<file path="config.mk">
export PLATFORM = sky130hd
export DESIGN_NAME = axi_rd_arbiter
export DESIGN_NICKNAME = d
export VERILOG_FILES = /design/src/rtl/axi_rd_arbiter.sv
export SDC_FILE = /design/constraint.sdc
export NUM_CORES = 1
export LEC_CHECK = 0
export CORE_AREA = 2 2 137 139
export DETAILED_ROUTE_END_ITERATION = 6
export DIE_AREA = 0 0 139 141
export PLACE_DENSITY = 0.72
export SLEW_MARGIN = 40
export SYNTH_ARGS = -nofsm -noshare
export SYNTH_HDL_FRONTEND = slang
export SYNTH_SLANG_ARGS = --single-unit
</file>
<file path="constraint.sdc">
create_clock -name clk -period 2.6 [get_ports clk]
set_input_delay 0.39 -clock clk [delete_from_list [all_inputs] [get_ports clk]]
set_output_delay 0.39 -clock clk [all_outputs]
set_load 0.03 [all_outputs]
</file>
<file path="src/rtl/axi_rd_arbiter.sv">
// -----------------------------------------------------------------------------
// axi_rd_arbiter
//   Shares one AXI4 read channel (AR/R) between instruction fetch (IF) and the
//   data-memory load path (MEM). Requests are held levels. Simultaneous requests
//   are resolved round-robin. Each grant issues one single-beat read, and the
//   data returns to the owner as a one-cycle rvalid pulse. At most one
//   transaction is outstanding.
//
// Ports
//   clk, rst_n                    clock, asynchronous active-low reset
//   if_req_i/addr_i/size_i        IF read request (held until if_rvalid_o)
//   if_rvalid_o/rdata_o/rerr_o    IF response pulse, data and error flag
//   mem_*                         same set of signals for the MEM load path
//   axi_ar_*                      AXI4 read-address channel (master side)
//   axi_r_*                       AXI4 read-data channel (master side)
// -----------------------------------------------------------------------------
module axi_rd_arbiter #(
  parameter int ADDR_W = 32,
  parameter int DATA_W = 64,
  parameter int ID_W   = 4,
  parameter int USER_W = 1
) (
  input  logic              clk,
  input  logic              rst_n,
  // instruction fetch
  input  logic              if_req_i,
  input  logic [ADDR_W-1:0] if_addr_i,
  input  logic [2:0]        if_size_i,
  output logic              if_rvalid_o,
  output logic [DATA_W-1:0] if_rdata_o,
  output logic              if_rerr_o,
  // data-memory load path
  input  logic              mem_req_i,
  input  logic [ADDR_W-1:0] mem_addr_i,
  input  logic [2:0]        mem_size_i,
  output logic              mem_rvalid_o,
  output logic [DATA_W-1:0] mem_rdata_o,
  output logic              mem_rerr_o,
  // AXI read address channel
  output logic              axi_ar_valid_o,
  input  logic              axi_ar_ready_i,
  output logic [ADDR_W-1:0] axi_ar_addr_o,
  output logic [ID_W-1:0]   axi_ar_id_o,
  output logic [7:0]        axi_ar_len_o,
  output logic [2:0]        axi_ar_size_o,
  output logic [1:0]        axi_ar_burst_o,
  output logic              axi_ar_lock_o,
  output logic [3:0]        axi_ar_cache_o,
  output logic [2:0]        axi_ar_prot_o,
  output logic [3:0]        axi_ar_qos_o,
  output logic [3:0]        axi_ar_region_o,
  output logic [USER_W-1:0] axi_ar_user_o,
  // AXI read data channel
  output logic              axi_r_ready_o,
  input  logic              axi_r_valid_i,
  input  logic [1:0]        axi_r_resp_i,
  input  logic [DATA_W-1:0] axi_r_data_i,
  input  logic              axi_r_last_i,
  input  logic [ID_W-1:0]   axi_r_id_i,
  input  logic [USER_W-1:0] axi_r_user_i
);

  typedef enum logic [1:0] {IDLE, ADDR, DATA, RESP} state_t;
  typedef enum logic {OWN_IF = 1'b0, OWN_MEM = 1'b1} owner_t;

  state_t            state, state_nxt;
  owner_t            owner, last_gnt, winner;
  logic [ADDR_W-1:0] addr_q;
  logic [2:0]        size_q;
  logic [DATA_W-1:0] data_q;
  logic              err_q;
  logic [ID_W-1:0]   issued_id;
  logic              any_req;
  logic              r_done;
  logic              unused_r_user;

  assign unused_r_user = ^axi_r_user_i;

  assign any_req = if_req_i | mem_req_i;
  // MEM wins when it is alone, or on a tie when IF was granted last.
  assign winner  = (mem_req_i && (!if_req_i || last_gnt == OWN_IF)) ? OWN_MEM : OWN_IF;
  // The AR id doubles as the owner tag; the R id is checked against it.
  assign issued_id = (owner == OWN_MEM) ? ID_W'(1) : '0;
  // Non-last beats are accepted but only the last one carries the result.
  assign r_done    = axi_r_valid_i & axi_r_last_i;

  // NOTE: sequential state uses non-blocking assignments so every flop samples
  // pre-edge values regardless of process ordering.
  always_ff @(posedge clk or negedge rst_n) begin
    if (!rst_n) state <= IDLE;
    else        state <= state_nxt;
  end

  // NOTE: the default assignment first keeps this block free of inferred latches.
  always_comb begin
    state_nxt = state;
    case (state)
      IDLE:    if (any_req)        state_nxt = ADDR;
      ADDR:    if (axi_ar_ready_i) state_nxt = DATA;
      DATA:    if (r_done)         state_nxt = RESP;
      RESP:                        state_nxt = IDLE;
      default:                     state_nxt = IDLE;
    endcase
  end

  always_ff @(posedge clk or negedge rst_n) begin
    if (!rst_n) begin
      owner    <= OWN_IF;
      last_gnt <= OWN_MEM;   // so the first tie after reset goes to IF
      addr_q   <= '0;
      size_q   <= '0;
      data_q   <= '0;
      err_q    <= 1'b0;
    end else begin
      // Requests are only looked at in IDLE; the AR payload is frozen after.
      if (state == IDLE && any_req) begin
        owner    <= winner;
        last_gnt <= winner;
        addr_q   <= (winner == OWN_MEM) ? mem_addr_i : if_addr_i;
        size_q   <= (winner == OWN_MEM) ? mem_size_i : if_size_i;
      end
      if (state == DATA && r_done) begin
        data_q <= axi_r_data_i;
        err_q  <= (axi_r_resp_i != 2'b00) | (axi_r_id_i != issued_id);
      end
    end
  end

  // Handshake outputs decode the state register only.
  assign axi_ar_valid_o  = (state == ADDR);
  assign axi_ar_addr_o   = addr_q;
  assign axi_ar_id_o     = issued_id;
  assign axi_ar_size_o   = size_q;
  assign axi_ar_len_o    = 8'd0;
  assign axi_ar_burst_o  = 2'b01;
  assign axi_ar_lock_o   = 1'b0;
  assign axi_ar_cache_o  = 4'b0010;
  assign axi_ar_prot_o   = 3'b000;
  assign axi_ar_qos_o    = 4'd0;
  assign axi_ar_region_o = 4'd0;
  assign axi_ar_user_o   = '0;

  assign axi_r_ready_o   = (state == DATA);

  // Data and error are gated so the non-owner always sees zeros.
  assign if_rvalid_o  = (state == RESP) && (owner == OWN_IF);
  assign mem_rvalid_o = (state == RESP) && (owner == OWN_MEM);
  assign if_rdata_o   = if_rvalid_o  ? data_q : '0;
  assign mem_rdata_o  = mem_rvalid_o ? data_q : '0;
  assign if_rerr_o    = if_rvalid_o  & err_q;
  assign mem_rerr_o   = mem_rvalid_o & err_q;

endmodule

</file>
==> metrics.md <==
| Metric | Value |
|---|---|
| Core ar. | `~18000 um^2` |
| Num CTS Buffers | `9` |
| Fraction of registers with async set/reset | `100.0%` |
| Largest family of logic cells by synthesized area | `multiplexers` |
| Crit path time final | `about 2.5 ns` |
| Post-synthesis mux area share | `19.80%` |
| I/O pin count | `348` |
| Grt ovf | `0` |
| Layout Skew | `roughly 0.0085 ns` |
| Clock Path Buffers | `2` |
| Die area | `19600 um^2` |
| First-pass GRT wire length | `~25000 um` |
| Worst reg2reg setup slack | `around 0.86 ns` |
| FILL cells | `1723` |
| Worst skew pair latency | `0.34 ns` |
| Nature of the critical path startpoint | `flop` |
| Final period utilization | `between 90 and 100%` |
| Clock-pin slew on the worst setup and hold paths | `0.07 ns` |
| Post-synthesis cell type count | `28` |
| Area grow syn2layout | `63.14%` |
| Crit-path cells | `ha_2, buf_12, and3_1, clkdlybuf4s50_1` |
| Final setup violation count | `0` |
| Max incr delay on CP | `0.69 ns` |
| Synth Area in Simple Gates | `a little under a fifth` |
| RSZ-0062 raised after global routing | `no` |
| Max_cap viols | `0` |
| # nets final | `955` |
| Synth top area share | `47.16%` |
| Number of global-route vias before repair | `about 4600` |
| Main synth FF type | `dfrtp_1` |
| Die height | `141 um` |
| Row count | `50` |
| XOR/XNOR Fraction of Synth Area | `0.1603%` |
| First DRT Iteration DRCs | `about 110` |
| Final TNS setup | `0 ns` |
| Clock Sinks | `104` |
| Max Slew Vio Count | `0` |
| Worst vdd ir | `0.5590 mV` |
| Element type at the critical path end | `primary output` |
| Placed cell area | `~8600 um^2` |
| WS Path Type | `flop to primary output` |
| Worst-path fanout max | `67` |
| Wire per inst | `14.89 um` |
| Highest clock rate | `398.0 MHz` |
| Total Power | `9559 uW` |
| Initial Util | `roughly 30%` |
| Inserted Diodes | `0` |
| WP data required | `about 2.2 ns` |
| Compound-cell area share of the yosys netlist | `4.396%` |
| Drt drc | `0` |
| Seq/Total Area, Yosys | `47.64%` |
| Post-synth EDFFs | `0` |
| H-tree depth | `3` |
| Initial DRT Pass Iterations | `4` |
| Syn_area_per_cell | `10.84 um^2` |
| Final Hold Fails | `0` |
| Cell area after synthesis | `5465 um^2` |
| PortBufs | `approximately 320` |
| Clock root buffer | `clkbuf_16` |
| Synth Warn # | `0` |
| Finished Cell Area | `a little under 9000 um^2` |
| Drt total wl | `15470 um` |
| Outcome | `finished, final reports clean` |
| Slowest stage cell on the critical path | `clkdlybuf4s50_1` |
| Hold WC Path Type | `flop to flop` |
| Largest net degree at the start of global routing | `71` |
| Die width | `around 140 um` |
| GRT Resource Usage Total | `15.74%` |
| CTS tree | `built` |
| Area contributors post-synth | `dfrtp_1 47%, mux2_1 13%, and2_1 7.6%` |
| Synth Area in Adders | `~1.1%` |
| Worst path arrival time | `2.12 ns` |
| Via-per-instance ratio | `about 4.5` |
| Synth Instances | `504` |
| Final antenna-violating net count | `0` |
| Vias | `4633` |
| Post-synth top area cell | `dfrtp_1` |
| PD cells | `between 1000 and 1500 nW/um^2` |
| Detailed placement HPWL | `11750 um` |
| Yosys reg bits | `104` |
| Initial antenna violation count | `0` |
| Placer Congestion | `0.7371` |
| Layout cells sized above 1 | `12.30%` |
| Leakage | `0.004245 uW` |
[metal layers]
metal  global-route usage (%)  wire [um]  up-vias
met2                    27.64       7690      221
met5                        0          0        -
met4                    5.423        229        0
met3                    5.537       1556       12
met1                    17.85       5993     2156
li1                         -          -     2244
[what timing repair did]
| item | 4_1_cts | 5_1_grt |
|---|---|---|
| gates resized for setup | 0 | 2 |
| buffers inserted | 0 | 0 |
| hold buffers | 1 | 0 |
| hold endpoints to repair | 29 | 0 |
| endpoints found under the setup margin | 0 | 34 |
[registers in the layout, summed over array words and instances, names as in the netlist]
name           flops
axi_ar_addr_o     32
axi_ar_size_o      3
state              2
err_q              1
last_gnt           1
data_q            64
owner              1
[cell type report]
class                   count  area (um^2)  share of cell area, %
flip-flops and latches    104         2605                  29.22
well taps                 234        292.8                  3.284
repair buffers            329         3179                  35.66
inverters                   4        15.01                 0.1684
clock buffers              10        239.0                  2.680
multi-input cells         354         2530                  28.38
clock inverters             4        55.05                 0.6175
[path summary, 6_finish.rpt]
check / from / endpoint / depth (start not counted)
min in group asynchronous: rst_n / data_q[35] / 2
min reg2reg: axi_ar_addr_o[4] / axi_ar_addr_o[4] / 2
max reg2reg: state[0] / data_q[49] / 5
min: axi_ar_addr_o[4] / axi_ar_addr_o[4] / 2
max in group asynchronous: rst_n / last_gnt / 3
max: state[0] / mem_rdata_o[21] / 4
[worst max-delay path, delay by kind of cell (launching register included)]
family,cells,cell delay (ns)
adder cells (fa/ha/maj),1,0.21
AND/OR/NAND/NOR,1,0.20
buffers and inverters,2,0.94
flip-flops,1,0.40
[cells in the final DEF, fill, tap and decap left out, types with 3 or more instances in the layout]
cell               n
and2_1            66
and3_1            65
buf_12             6
buf_4             71
clkbuf_16          9
clkdlybuf4s50_1  249
conb_1            30
dfrtp_1          102
ha_1               4
inv_1              3
mux2_1            65
mux2i_1           35
nand2_1           38
o21ai_1           37
[where the power goes]
group	leakage [uW]	switching [uW]	total, uW	internal [uW]
clock	0.000141	599	1370	768
combinational	0.00285	2990	5220	2230
sequential	0.00126	531	2970	2440
total	0.00425	4120	9560	5440
[Yosys cell counts, drive strengths merged, types with 2 or more instances]
library cell and n:
and2 66, and3 65, buf 52, clkbuf 18
conb 2, dfrtp 103, ha 5, inv 3
mux2 65, mux2i 35, nand2 38, o21ai 38
[stage by stage]
step / cells / utilization (%) / hold slack (ns) / worst slack (ns)
2_1_floorplan: 532 / - / 0.09441 / 0.6700
3_3_place_gp: 1024 / 47.11 / 0.3476 / 0.4334
3_5_place_dp: 1024 / 47.11 / 0.3515 / 0.4084
4_1_cts: 1039 / 48.77 / 0.4897 / 0.02113
5_1_grt: 1039 / 48.81 / 0.5121 / 0.005273
6_report: 1039 / 48.81 / 0.4805 / 0.08723
[cell families after synthesis]
family                     count (synthesis)
other                                      2
DFF                                      104
muxes                                    100
and+or+nand+nor                          174
AOI/OAI and AO/OA                         44
buffers and inverters                     74
xor gates and xnor gates                   1
adders and majority gates                  5
No activity file was read; power rests on OpenSTA's default activity.
